--- config.mk ---
export PLATFORM = sky130hd
export DESIGN_NAME = demux1x8_32bit_reg
export DESIGN_NICKNAME = d
export VERILOG_FILES = /design/src/rtl/demux1x8_32bit_reg.sv
export SDC_FILE = /design/constraint.sdc
export NUM_CORES = 1
export LEC_CHECK = 0
export BUFFER_PORTS_ARGS = -buffer_cell sky130_fd_sc_hd__buf_4
export CAP_MARGIN = 10
export CORE_MARGIN = 2
export CORE_UTILIZATION = 40
export CTS_CLUSTER_SIZE = 16
export DETAILED_ROUTE_END_ITERATION = 6
export GPL_TIMING_DRIVEN = 0
export PLACE_DENSITY = 0.65
export SLEW_MARGIN = 20
export SYNTH_ARGS = -nofsm -noshare
export SYNTH_HDL_FRONTEND = slang
export SYNTH_SLANG_ARGS = --single-unit
--- constraint.sdc ---
create_clock -name clk -period 9.6 [get_ports clk]
set_input_delay 0.96 -clock clk [delete_from_list [all_inputs] [get_ports clk]]
set_output_delay 0.96 -clock clk [all_outputs]
set_load 0.02 [all_outputs]
--- src/rtl/demux1x8_32bit_reg.sv ---
// Registered 1-to-8 demultiplexer with a one-entry valid/ready holding register per lane.
// Optional macro DEMUX_ACCEPT_COUNT_EN adds a 16-bit wrapping count of accepted words.
module demux1x8_32bit_reg #(
    parameter int WIDTH = 32
) (
    input  logic               clk,
    input  logic               reset_n,
    input  logic [WIDTH-1:0]   in,
    input  logic [2:0]         selection,
    input  logic               in_valid,
    output logic               in_ready,
    output logic [8*WIDTH-1:0] out,
    output logic [7:0]         out_valid,
    input  logic [7:0]         out_ready
`ifdef DEMUX_ACCEPT_COUNT_EN
    ,
    output logic [15:0]        accept_count
`endif
);

    logic [WIDTH-1:0] data_r [8];
    logic [7:0]       valid_r;
    logic             accept_s;
    logic [7:0]       drain_s;

    // Handshake decode: a lane can take a word when empty or draining this cycle.
    always_comb begin
        in_ready = 1'b0;
        accept_s = 1'b0;
        drain_s  = 8'h00;
        in_ready = ~valid_r[selection] | out_ready[selection];
        accept_s = in_valid & in_ready;
        drain_s  = valid_r & out_ready;
    end

    // Lane holding registers; an accept wins over a drain so a lane can reload every cycle.
    always_ff @(posedge clk) begin
        if (!reset_n) begin
            valid_r <= 8'h00;
            for (int i = 0; i < 8; i++) begin
                data_r[i] <= '0;
            end
        end else begin
            for (int i = 0; i < 8; i++) begin
                if (accept_s && (selection == 3'(i))) begin
                    data_r[i]  <= in;
                    valid_r[i] <= 1'b1;
                end else if (drain_s[i]) begin
                    data_r[i]  <= data_r[i];
                    valid_r[i] <= 1'b0;
                end else begin
                    data_r[i]  <= data_r[i];
                    valid_r[i] <= valid_r[i];
                end
            end
        end
    end

    // Pack lane registers onto the flat output bus.
    always_comb begin
        out = '0;
        for (int i = 0; i < 8; i++) begin
            out[i*WIDTH +: WIDTH] = data_r[i];
        end
    end

    assign out_valid = valid_r;

`ifdef DEMUX_ACCEPT_COUNT_EN
    logic [15:0] count_r;

    // Accepted-word counter, wraps naturally at 16 bits.
    always_ff @(posedge clk) begin
        if (!reset_n) begin
            count_r <= 16'h0000;
        end else if (accept_s) begin
            count_r <= count_r + 16'h0001;
        end else begin
            count_r <= count_r;
        end
    end

    assign accept_count = count_r;
`endif

endmodule

==> results.py <==
metrics = {
    "outcome": {
        "outcome": "finished clean",
    },
    "timing": {
        "rsz0062_at_grt": "no",
        "period_minus_slack_ns": 3.08,
        "finalSetupViolCount": 0,
        "hold_viol": 0,
        "max_freq_ghz": 0.325,
        "fin_crit_sh": 0.321,
        "relSlewSlack": 0.427,
        "tns_ns": 0,
        "slew_violations": 0,
        "worst_slew_pin_slew_ns": 0.851,
        "skew_ns": 0.0141,
    },
    "detailed_routing": {
        "drc_errors": 0,
        "wire_per_inst_um": 20.2,
        "drtPass1Iterations": 4,
        "drtAntennaViolNets": 0,
        "initialDrtViolationCount": 288,
        "via_count": 5918,
        "drt_wl_total_um": 25700,
        "viasPerCell": 4.65,
    },
    "floorplan": {
        "dieArea_mm2": 0.0257,
        "die-width_um": 160,
        "num_rows": 57,
        "initial_utilization": 0.405,
        "die_h_um": 160,
        "fp.coreArea_mm2": 0.0241,
        "pin_count": 311,
    },
    "setup_path": {
        "crit_arrival_ns": 2.12,
        "path_cells": "buf_6 -> inv_1 -> mux4_2 -> mux2i_1 -> buf_4",
        "slowest_delay_ns": 0.53,
        "cp-end-kind": "output pin",
        "crit_fanout": 9,
        "cp-start-kind": "primary input",
        "cpLargestDelayFamily": "multiplexers",
        "critical_path_class": "in2out",
        "required_ns": 8.64,
        "crit_slowest_cell": "mux4_2",
        "timing.critical_path.buf_inv": 3,
    },
    "cells_and_area": {
        "drive_above_1_share": 0.432,
        "syn_to_final_growth_pct": 40.0,
        "seq_area_mm2": 0.00785,
        "multi_input_area_mm2": 0.00184,
        "nNetsFinal": 974,
        "antenna_cells": 0,
        "nFillCells": 1958,
    },
    "clock_network": {
        "path_clk_slew_ns": 0.06,
        "clock_latency_ns": 0.53,
        "cts_made_buffers": 28,
        "cts_tree": "yes",
        "cts_resized": 0,
        "htreeDepth": 1,
        "clk_path_buf_depth": 3,
        "post_cts_buffers": 0,
        "ctsHoldBuffers": 0,
        "clock-sinks": 264,
        "cts-root-buf": "clkbuf_16",
    },
    "logic_synthesis": {
        "ys_top_cells_by_count": "edfxtp_1 (256), and2_1 (193), clkbuf_1 (23), nor2b_1 (23), nor2b_2 (17)",
        "yosysMostFrequentCell": "edfxtp_1",
        "postSynth.asyncResetShare": 0,
        "synth_ff_type": "edfxtp_1",
        "ys_warn_count": 0,
        "ys_seq_elements": 264,
        "synth_cell_type_count": 24,
        "seq_area_frac_synth": 0.804,
        "synth_edf_count": 256,
        "synthTopCellsByArea": "edfxtp_1 (79%), and2_1 (12%), dfxtp_1 (1.6%), nor2b_2 (1.5%), nor2b_1 (1.5%)",
        "synthCells": 561,
        "avgSynthCellArea_um2": 17.4,
        "syn_area_mm2": 0.00976,
        "yosysTopAreaCell": "edfxtp_1",
        "synth_top_area_frac": 0.787,
        "syn_nets": 607,
    },
    "global_routing": {
        "first_global_vias": 6129,
        "grt.overflow.total": 0,
        "grt_max_degree": 24,
        "track_usage": 0.198,
        "grt_pass1_wl_um": 37900,
        "antenna_found_initial": 1,
    },
    "pwr": {
        "power_density_mw_per_mm2": 208,
        "p_leak_nw": 5.36,
        "total_power_w": 0.00284,
        "intPower_w": 0.00214,
        "pwr-share-comb": 0.146,
        "p_sw_frac": 0.247,
        "switchingPower_w": 0.000703,
        "irDropWorstVdd_mv": 0.131,
        "p_seq_frac": 0.494,
        "clockPowerShare": 0.360,
    },
    "min_path": {
        "holdCritPathClass": "reg2reg",
    },
    "placed_design": {
        "port_buffers": 308,
        "place_hpwl_um": 19000,
        "gp_congestion": 0.816,
    },
    "run": {
        "drv_cap": 0,
    },
}
[state kept, by name, indices dropped and copies added, names as in the netlist]
| name | flops |
|---|---|
| out_valid | 8 |
| data_r | 256 |
[through the flow]
stage | utilization | instances | hold slack (ns) | setup slack (ns) | instance area, um2
6_report | 0.567 | 1274 | 0.500 | 6.52 | 13700
3_3_place_gp | 0.518 | 1193 | 0.488 | 1.25 | 12500
2_1_floorplan | - | 561 | 0.558 | 4.51 | 9760
5_1_grt | 0.567 | 1274 | 0.574 | 6.38 | 13700
3_5_place_dp | 0.530 | 1222 | 0.488 | 5.95 | 12800
4_1_cts | 0.567 | 1274 | 0.500 | 6.48 | 13700
[final timing paths]
path                        startpoint  slack [ns]                     endpoint  cells after the start
max                       selection[1]        6.52                     in_ready                      5
min          out_valid[7]$_SDFFE_PN0P_        0.50    out_valid[7]$_SDFFE_PN0P_                      2
max reg2reg  out_valid[6]$_SDFFE_PN0P_        7.39  data_r[1][67]$_SDFFCE_PN0P_                      5
min reg2reg  out_valid[7]$_SDFFE_PN0P_        0.50    out_valid[7]$_SDFFE_PN0P_                      2
[power by group through the flow]
stage               sequential (W)  combinational [W]  clock (W)
floorplan                  0.00156          0.0000648          0
global placement           0.00144           0.000402          0
detailed placement         0.00143           0.000418          0
CTS                        0.00141           0.000419    0.00104
global route               0.00141           0.000435    0.00109
finish                     0.00140           0.000414    0.00102
[tightest hold or removal path: cells and delay by family, from the launching register on]
kind,cells,cell delay [ns]
AND/OR/NAND/NOR,1,0.06
AO/OA/AOI/OAI,1,0.07
flip-flops,1,0.32
[area by class of cell]
class / instances / share of cell area
Buffer: 28 / 0.00998
Clock buffer: 32 / 0.0539
Clock inverter: 20 / 0.0106
Inverter: 1 / 0.000275
Multi-Input combinational cell: 268 / 0.135
Sequential cell: 264 / 0.574
Tap cell: 324 / 0.0297
Timing Repair Buffer: 337 / 0.187
[layer usage]
layer,part of all wire,global-route usage
met5,0.0019,0.0189
met4,0.026,0.0614
met3,0.075,0.0501
met2,0.50,0.338
met1,0.40,0.246
[layout by cell type, fill, tap and decap left out, types with 4 or more instances in the layout]
| cell type | count |
|---|---|
| buf_4 | 312 |
| edfxtp_1 | 256 |
| and2_1 | 193 |
| clkbuf_16 | 29 |
| clkbuf_1 | 26 |
| nor2b_1 | 23 |
| buf_2 | 20 |
| nor2b_2 | 17 |
| clkinv_1 | 10 |
| dfxtp_1 | 8 |
| buf_6 | 6 |
| nand2b_1 | 5 |
| o21a_1 | 5 |
| clkinv_2 | 5 |
| o41ai_2 | 4 |
[cell families after synthesis]
family / synth area share
simple gates: 0.164
buf+inv: 0.0144
mux: 0.00666
compound gates: 0.0113
flops: 0.804
No activity file was read; power rests on OpenSTA's default activity.
